**config.mk**
```make
export PLATFORM = sky130hd
export DESIGN_NAME = pipeline_hazard_ctrl
export DESIGN_NICKNAME = d
export VERILOG_FILES = /design/src/rtl/hazard_pkg.sv /design/src/rtl/md_stall_seq.sv /design/src/rtl/pipeline_hazard_ctrl.sv
export SDC_FILE = /design/constraint.sdc
export NUM_CORES = 1
export LEC_CHECK = 0
export BUFFER_PORTS_ARGS = -buffer_cell sky130_fd_sc_hd__buf_2
export CAP_MARGIN = 15
export CORE_UTILIZATION = 53
export CTS_CLUSTER_SIZE = 10
export DETAILED_ROUTE_END_ITERATION = 10
export PLACE_DENSITY = 0.84
export SLEW_MARGIN = 10
export SYNTH_ARGS = -nofsm -noshare
export SYNTH_HDL_FRONTEND = slang
export SYNTH_SLANG_ARGS = --single-unit
export TNS_END_PERCENT = 1
```
**constraint.sdc**
```tcl
create_clock -name clk -period 5.4 [get_ports clk]
set_input_delay 1.08 -clock clk [delete_from_list [all_inputs] [get_ports clk]]
set_output_delay 1.08 -clock clk [all_outputs]
set_load 0.05 [all_outputs]
```
**src/rtl/hazard_pkg.sv**
```systemverilog
// Shared types and constants for the pipeline hazard controller and its
// multi-cycle mul/div stall sequencer.
package hazard_pkg;

  localparam int REG_ADDR_W         = 5;
  localparam int MD_LATENCY_DEFAULT = 4;
  localparam int MD_CNT_W           = 4;

  typedef enum logic {
    RUN     = 1'b0,
    MD_BUSY = 1'b1
  } md_state_e;

  // True when an instruction actually reads source rs and rs names rd.
  function automatic logic src_hit(input logic                  uses,
                                   input logic [REG_ADDR_W-1:0] rs,
                                   input logic [REG_ADDR_W-1:0] rd);
    return uses && (rs == rd);
  endfunction

endpackage

```
**src/rtl/md_stall_seq.sv**
```systemverilog
// Mul/div occupancy sequencer: freezes the pipeline for MD_LATENCY-1 cycles
// after an op enters EX, then pulses md_done for one cycle.
module md_stall_seq
  import hazard_pkg::*;
#(
  parameter int MD_LATENCY = MD_LATENCY_DEFAULT
) (
  input  logic clk,
  input  logic rst,
  input  logic ex_md_start,
  output logic md_stall,
  output logic md_done
);

  localparam logic [MD_CNT_W-1:0] CNT_LOAD = MD_CNT_W'(MD_LATENCY - 2);
  localparam logic [MD_CNT_W-1:0] CNT_ONE  = MD_CNT_W'(1);

  md_state_e             state_q, state_d;
  logic [MD_CNT_W-1:0]   cnt_q, cnt_d;

  always_ff @(posedge clk) begin
    if (rst) begin
      state_q <= RUN;
      cnt_q   <= '0;
    end else begin
      state_q <= state_d;
      cnt_q   <= cnt_d;
    end
  end

  always_comb begin
    state_d  = state_q;
    cnt_d    = cnt_q;
    md_stall = 1'b0;
    md_done  = 1'b0;
    unique case (state_q)
      RUN: begin
        if (ex_md_start) begin
          md_stall = 1'b1;
          state_d  = MD_BUSY;
          cnt_d    = CNT_LOAD;
        end
      end
      MD_BUSY: begin
        if (cnt_q != '0) begin
          md_stall = 1'b1;
          cnt_d    = cnt_q - CNT_ONE;
        end else begin
          // Result cycle: ex_md_start still shows the finishing op, so it is
          // deliberately not looked at here.
          md_done = 1'b1;
          state_d = RUN;
        end
      end
      default: state_d = RUN;
    endcase
  end

endmodule

```
**src/rtl/pipeline_hazard_ctrl.sv**
```systemverilog
// Five-stage pipeline hazard controller: prioritises mul/div freeze, taken
// branch, load-use and unified-memory structural hazards; counts stall cycles.
module pipeline_hazard_ctrl
  import hazard_pkg::*;
#(
  parameter int MD_LATENCY = MD_LATENCY_DEFAULT
) (
  input  logic                  clk,
  input  logic                  rst,
  input  logic [REG_ADDR_W-1:0] id_rs1,
  input  logic [REG_ADDR_W-1:0] id_rs2,
  input  logic                  id_uses_rs1,
  input  logic                  id_uses_rs2,
  input  logic [REG_ADDR_W-1:0] id_ex_rd,
  input  logic                  id_ex_memread,
  input  logic                  ex_branch_taken,
  input  logic                  ex_md_start,
  input  logic                  ex_mem_memaccess,
  output logic                  pc_en,
  output logic                  if_id_en,
  output logic                  id_ex_en,
  output logic                  if_id_flush,
  output logic                  id_ex_flush,
  output logic                  ex_mem_bubble,
  output logic                  md_done,
  output logic [15:0]           stall_cnt
);

  logic        md_stall;
  logic        seq_done;
  logic        load_use;
  logic [15:0] stall_cnt_q, stall_cnt_d;

  md_stall_seq #(
    .MD_LATENCY (MD_LATENCY)
  ) u_md_stall_seq (
    .clk         (clk),
    .rst         (rst),
    .ex_md_start (ex_md_start),
    .md_stall    (md_stall),
    .md_done     (seq_done)
  );

  assign load_use = id_ex_memread && (id_ex_rd != '0) &&
                    (src_hit(id_uses_rs1, id_rs1, id_ex_rd) ||
                     src_hit(id_uses_rs2, id_rs2, id_ex_rd));

  always_comb begin
    pc_en         = 1'b1;
    if_id_en      = 1'b1;
    id_ex_en      = 1'b1;
    if_id_flush   = 1'b0;
    id_ex_flush   = 1'b0;
    ex_mem_bubble = 1'b0;
    md_done       = 1'b0;
    if (rst) begin
      pc_en         = 1'b0;
      if_id_en      = 1'b0;
      id_ex_en      = 1'b0;
      if_id_flush   = 1'b1;
      id_ex_flush   = 1'b1;
      ex_mem_bubble = 1'b1;
    end else if (md_stall) begin
      pc_en         = 1'b0;
      if_id_en      = 1'b0;
      id_ex_en      = 1'b0;
      ex_mem_bubble = 1'b1;
    end else begin
      md_done = seq_done;
      if (ex_branch_taken) begin
        // PC loads the branch target even if MEM holds the shared memory.
        if_id_flush = 1'b1;
        id_ex_flush = 1'b1;
      end else begin
        if (load_use) begin
          pc_en       = 1'b0;
          if_id_en    = 1'b0;
          id_ex_flush = 1'b1;
        end
        if (ex_mem_memaccess) begin
          pc_en = 1'b0;
          if (!load_use) begin
            if_id_flush = 1'b1;
          end
        end
      end
    end
  end

  always_comb begin
    stall_cnt_d = stall_cnt_q;
    if (!pc_en && (stall_cnt_q != 16'hFFFF)) begin
      stall_cnt_d = stall_cnt_q + 16'd1;
    end
  end

  always_ff @(posedge clk) begin
    if (rst) begin
      stall_cnt_q <= '0;
    end else begin
      stall_cnt_q <= stall_cnt_d;
    end
  end

  assign stall_cnt = stall_cnt_q;

endmodule

```
==> results of run 1 <==
-- Yosys cell counts (2+ instances only) --
master and instances:
nor2_1 25, a31o_2 3, and3_1 2, dfxtp_1 21
ha_1 2, nand2_1 9, clkbuf_1 2, nand2b_1 3
buf_6 2, a21oi_1 9, xnor2_1 19, nand3_1 8
nor2b_1 5, mux2_1 2, inv_1 7, nand4_1 6
a2111oi_2 4, nor3_1 2
-- worst reg2reg max path: stages, from the launching register on --
cell and delay [ns]:
dfxtp_1 0.34, inv_1 0.08, ha_1 0.24, nand3b_4 0.12, o22ai_4 0.24, nand2b_4 0.11, inv_2 0.07, a21o_1 0.35
nand2_2 0.22, nand3_1 0.16, mux2_1 0.32
-- sequential cells by signal (all words and copies together) (netlist names) --
name / flops
stall_cnt: 16
u_md_stall_seq.cnt_q: 4
u_md_stall_seq.state_q: 1
-- kinds of logic after synthesis --
kind of cell    after synthesis
buf+inv                      13
mux                           4
compound gates               28
simple gates                 70
fa+ha+maj                     2
xor+xnor                     20
flops                        21
-- layout by cell type (no fill, tap or decap), drive strengths merged, types with 3 or more instances in the layout --
cell	instances
and3	3
clkbuf	3
a2111oi	4
nand2b	4
a31o	3
inv	8
xnor2	19
nor3	3
a21oi	10
nand2	11
nor2b	5
nand4	6
nor2	25
nand3	8
dfxtp	21
mux2	3
buf	45
-- per-layer routing --
layer  wire [um]  part of all wire [%]  GRT usage (%)
met5           0                     0              0
met1        1338                    45          26.66
met3          84                   2.8          2.609
met2        1499                    51          42.62
met4          39                   1.3          11.40
-- worst max path at each step --
stage                             end  slack (ns)
after floorplan           if_id_flush        1.62
after global placement    if_id_flush        1.67
after detailed placement  if_id_flush        1.55
after CTS                 if_id_flush        1.57
after global routing      id_ex_flush        1.31
final                     if_id_flush        1.57
-- power groups by stage --
| stage | logic [mW] | clock network [mW] | registers [mW] |
|---|---|---|---|
| 5_1_grt | 0.113 | 0.0827 | 0.173 |
| 2_1_floorplan | 0.0716 | 0 | 0.183 |
| 3_5_place_dp | 0.104 | 0 | 0.175 |
| 3_3_place_gp | 0.101 | 0 | 0.175 |
| 4_1_cts | 0.105 | 0.0800 | 0.172 |
| 6_report | 0.104 | 0.0781 | 0.172 |
-- through the flow --
stage          std cells  area, sq um
2_1_floorplan        158         1361
3_3_place_gp         228         1590
3_5_place_dp         228         1590
4_1_cts              232         1618
5_1_grt              232         1618
6_report             232         1618
-- final cells by class --
type                       instances  area [sq um]  area share (%)
tap                               30         37.54           2.320
sequential                        21         420.4           25.99
clock inverter                     1         5.005          0.3094
multi-input combinational        124         877.1           54.22
timing repair buffer              45         225.2           13.92
inverter                           8         30.03           1.856
clock buffer                       3         22.52           1.392
==> reports/qor.yml, run 1 <==
synth_edf_count: 0
numPortBuffers: 45
irDropWorstVdd_v: 0.0001667
cts_buffers: 3
syn_to_final_growth_pct: 18.84
finalClockSkew_ns: 0.004431
yosysWarnings: 0
floorplan.initialDensity_pct: 55.45
tns_ns: 0
timing.rr.start: "u_md_stall_seq.cnt_q[0]"
p_int_uw: 226.4
clkPwrFrac_pct: 22.1
grt_usage_pct: 23.45
slowest_delay_ns: 0.41
maxSlewHeadroom_pct: 65.06
required_ns: 4.32
path_buf_inv: 3
clk_pin_slew_ns: 0.12
p_sw_uw: 127.5
status: "finished clean"
gp_congestion: 0.8284
dp_slack_ns: 1.554
holdBufCountCts: 0
muxShareOfSynthArea_pct: 3.493
hold_viol: 0
fp.dieArea_sq_um: 2775
synth_area_per_cell_sq_um: 8.616
postSynthCellCount: 158
power_frac_comb_pct: 29.4
ant_nets: 0
cp_slowest_cell: "o22ai_1"
cts_resized: 0
drv_cap: 0
setup_viol: 0
worstMarginPinSlew_ns: 0.5241
synth_top_family_by_area: "simple AND/OR/NAND/NOR gates"
hold_start: "u_md_stall_seq.cnt_q[2]"
synth_compound_area_share_pct: 17.28
rsz0062_at_grt: "no"
firstDrtPassIters: 4
num_vias: 1279
cp-startpoint: "id_ex_rd[4]"
num-fill-cells: 211
start_kind: "primary input"
post_drt_wl_per_cell_um: 12.76
synth_top_area_share_pct: 30.88
htreeDepth: 1
grt_pass1_vias: 1111
slew_violations: 0
grt_pass1_wl_um: 4843
via_per_inst: 5.513
min_path_cells: 2
fin_nets: 228
coreArea_sq_um: 2455
hold-path-endpoint: "u_md_stall_seq.cnt_q[2]"
syn_nets: 183
path_cells: "buf_2, xnor2_1, nand4_1, o22ai_1, nor2b_1, inv_1, a21oi_1, o21bai_1, buf_2"
r2r_slack_ns: 3.05
synthAdderAreaFrac_pct: 1.838
p_total_uw: 353.8
cp_num_cells: 9
postCtsSetupBuffers: 0
drive_above_1_share_pct: 33.66
timing.final.crit_share_pct: 70.95
synthArstFlopShare_pct: 0
cts_tree: "done"
synthXorXnorAreaFrac_pct: 12.87
final_core_util_pct: 65.90
rows: 18
dpl.hpwl_um: 2276
swShare_pct: 36.02
crit_family: "compound AO/OA/AOI/OAI gates"
synth-simple-area-share_pct: 28.95
period_needed_ns: 3.831
cp.arrival_ns: 2.75
seqPwrFrac_pct: 48.5
path_common_cell: "buf_2"
hold_class: "reg -> reg"
path_class: "in -> out"
cts.sinks: 21
cp-end-kind: "primary output"
root_buffer: "clkbuf_4"
drt-total-wl_um: 2961
drc_errors: 0
clockBufferDepth: 2
reg2reg_depth: 10
pin_count: 46
worstSkewPairLatency_ns: 0.32
yosysUniqueCellTypes: 45
yosysSeqAreaShare_pct: 30.88
ys_ff_latch: 21
cp_max_fo: 5
max_freq_mhz: 261.0
hold_ws_ns: 0.5162
die_x_um: 52.68
synthFlopType: "dfxtp_1"
drtIter0Drc: 17
yosysTopAreaCell: "dfxtp_1"
setup_slack_ns: 1.569
n_antenna_cell: 0
die_h_um: 52.68
reg2reg_to: "stall_cnt[14]"
grt_overflow_total: 0
p_leak_nw: 0.6643
synth_area_leaders: "dfxtp_1 31%, xnor2_1 12%, nor2_1 6.9%, a2111oi_2 4.4%, a21oi_1 3.3%"
powerDensity_nw_per_um2: 218.7
antenna_found_initial: 0
netlist_area_sq_um: 1361
grt_max_degree: 32
Power figures use the tool's default switching activity.
==> inputs of run 2 (changes only) <==
- ABC_AREA: unset -> 1
- CORE_UTILIZATION: 53 -> 46
- PLACE_DENSITY: 0.84 -> 0.76
- clock period: 5.4 -> 3.4 ns (I/O delays scaled with it)
==> run 2 against run 1 <==
Effect of this change: worst hold slack lost 0.022 ns; global-route usage shrank 3.3 points; via count grew 22%; die area grew 26%; wire length grew 5.5%.
==> reports/qor.yml, run 2 <==
hold_ws_ns: 0.4943
status: "finished clean"
setup_viol: 0
max_freq_mhz: 381.0
cp_max_fo: 19
clockBufferDepth: 2
drv_cap: 0
final_core_util_pct: 57.89
htreeDepth: 1
clk_pin_slew_ns: 0.11
cts_tree: "done"
floorplan.initialDensity_pct: 48.94
clkPwrFrac_pct: 20.8
grt_pass1_vias: 1382
mostFrequentLayoutCells: "66 x nand2_1, 45 x buf_2, 33 x nor2_1, 26 x inv_1, 25 x nand3_1"
path_class: "reg -> out"
die_x_um: 59.23
path_cells: "inv_1, ha_1, nand4_1, nand2_2, inv_2, nor2_4, nand3_4, inv_1, buf_2"
cp_slowest_cell: "dfxtp_1"
finalClockSkew_ns: 0.007056
synth_area_leaders: "dfxtp_1 28%, nand2_1 16%, nand3_1 8.3%, nor2_1 8.2%, inv_1 6.5%"
start_kind: "register"
synthArstFlopShare_pct: 0
yosysSeqAreaShare_pct: 27.91
cp.arrival_ns: 1.94
final_area_sq_um: 1782
slew_violations: 0
synthFlopType: "dfxtp_1"
grt_overflow_total: 0
dp_slack_ns: 0.8445
reg2reg_depth: 10
drt-met1-wl_um: 1475
ys_ff_latch: 21
numPortBuffers: 45
worstSkewPairLatency_ns: 0.31
powerDensity_nw_per_um2: 320.9
synth_top_area_share_pct: 27.91
min_path_cells: 2
largest_reg_flops: 16
rows: 20
syn_to_final_growth_pct: 18.27
drtIter0Drc: 78
drc_errors: 0
slowest_delay_ns: 0.31
cts_resized: 0
netlist_area_sq_um: 1506
antenna_found_initial: 0
postCtsSetupBuffers: 0
firstDrtPassIters: 4
worstMarginPinSlew_ns: 0.4281
wl_met3_um: 137
power_frac_comb_pct: 31.6
setup_slack_ns: 0.7756
wl_met2_um: 1481
cts.sinks: 21
yosysTopAreaCell: "dfxtp_1"
instances_no_fill: 326
tns_ns: 0
swShare_pct: 37.19
fp.dieArea_sq_um: 3508
required_ns: 2.72
period_needed_ns: 2.624
post_drt_wl_per_cell_um: 9.580
num_vias: 1556
maxUsedRoutingLayer: "met4"
yosysWarnings: 0
fin_nets: 308
p_int_uw: 359.1
seqPwrFrac_pct: 47.6
synth_edf_count: 0
p_sw_uw: 212.6
num-fill-cells: 328
cts_buffers: 3
hold_viol: 0
pin_count: 46
holdBufCountCts: 0
path_common_cell: "inv_1"
grt_pass1_wl_um: 5575
n_antenna_cell: 0
maxSlewHeadroom_pct: 71.46
p_total_uw: 571.8
ant_nets: 0
placedInstanceArea_sq_um: 1755
dpl.hpwl_um: 2489
synth_area_per_cell_sq_um: 6.330
p_leak_nw: 0.8812
coreArea_sq_um: 3078
ys_top_cells_by_count: "66 x nand2_1, 33 x nor2_1, 26 x inv_1"
syn_nets: 263
via_per_inst: 4.773
mostFrequentLayoutCell: "nand2_1"
hold_class: "reg -> reg"
multi_input_area_sq_um: 930.9
drt-total-wl_um: 3123
synth.most_common_cell: "nand2_1"
drive_above_1_share_pct: 25.89
cp-end-kind: "primary output"
grt_usage_pct: 20.19
rsz0062_at_grt: "no"
dp.cells: 322
gp_congestion: 0.8663
irDropWorstVdd_v: 0.0002763
die_h_um: 59.23
root_buffer: "clkbuf_4"
regArea_sq_um: 420.4
timing.final.crit_share_pct: 77.19
grt_max_degree: 20
yosysUniqueCellTypes: 26
postSynthCellCount: 238
-- run 2: cell count changes in the layout (fill, tap and decap cells not counted), moves of 4 or more --
| cell | change |
|---|---|
| xnor2_1 | -17 |
| nand3_1 | +17 |
| inv_2 | +6 |
| o21ai_0 | +5 |
| inv_1 | +19 |
| a2111oi_2 | -4 |
| nand4_1 | -4 |
| nor2b_1 | -5 |
| nand2_1 | +57 |
| xor2_1 | +10 |
| a21oi_2 | +8 |
| nor2_1 | +8 |
-- run 2: layout make-up --
cell class,instances,share of cell area [%]
Multi-Input combinational cell,179,52.25
Inverter,33,6.952
Timing Repair Buffer,45,12.64
Clock buffer,4,1.475
Sequential cell,21,23.60
Tap cell,44,3.090
-- run 2: cell families (layout without fill, tap and decap cells) --
kind of cell,Yosys count,count (layout),share of synthesized area (%)
and+or+nand+nor,142,142,43.02
adders and majority gates,2,2,1.661
buffers and inverters,38,82,10.30
AOI/OAI and AO/OA,22,22,9.552
xor gates and xnor gates,13,13,7.558
DFF,21,21,27.91
-- run 2: path summary, 6_finish.rpt --
check / from / to / slack, ns
worst min register to register: stall_cnt[15] / stall_cnt[15] / 0.49
worst max register to register: stall_cnt[0] / stall_cnt[1] / 1.52
worst min-delay path: stall_cnt[15] / stall_cnt[15] / 0.49
worst max-delay path: u_md_stall_seq.cnt_q[0] / pc_en / 0.78
-- run 2: critical path, delay by kind of cell, from the launching register on --
family | cells | cell delay, ns
AND/OR/NAND/NOR | 4 | 0.62
buffers and inverters | 4 | 0.51
flip-flops | 1 | 0.31
adder cells (fa/ha/maj) | 1 | 0.19
-- run 2: power by group through the flow --
| stage | Combinational, mW | Clock, mW | Sequential [mW] |
|---|---|---|---|
| final | 0.180 | 0.119 | 0.272 |
| after global routing | 0.201 | 0.137 | 0.274 |
| after CTS | 0.182 | 0.124 | 0.272 |
| after detailed placement | 0.181 | 0 | 0.278 |
| after global placement | 0.179 | 0 | 0.277 |
| after floorplan | 0.122 | 0 | 0.293 |
-- run 2: layer usage --
| metal | global-route usage [%] | up-vias |
|---|---|---|
| met1 | 24.40 | 672 |
| met2 | 35.31 | 42 |
| met3 | 4.148 | 6 |
| met4 | 6.803 | 0 |
| li1 | - | 836 |
| met5 | 0 | - |
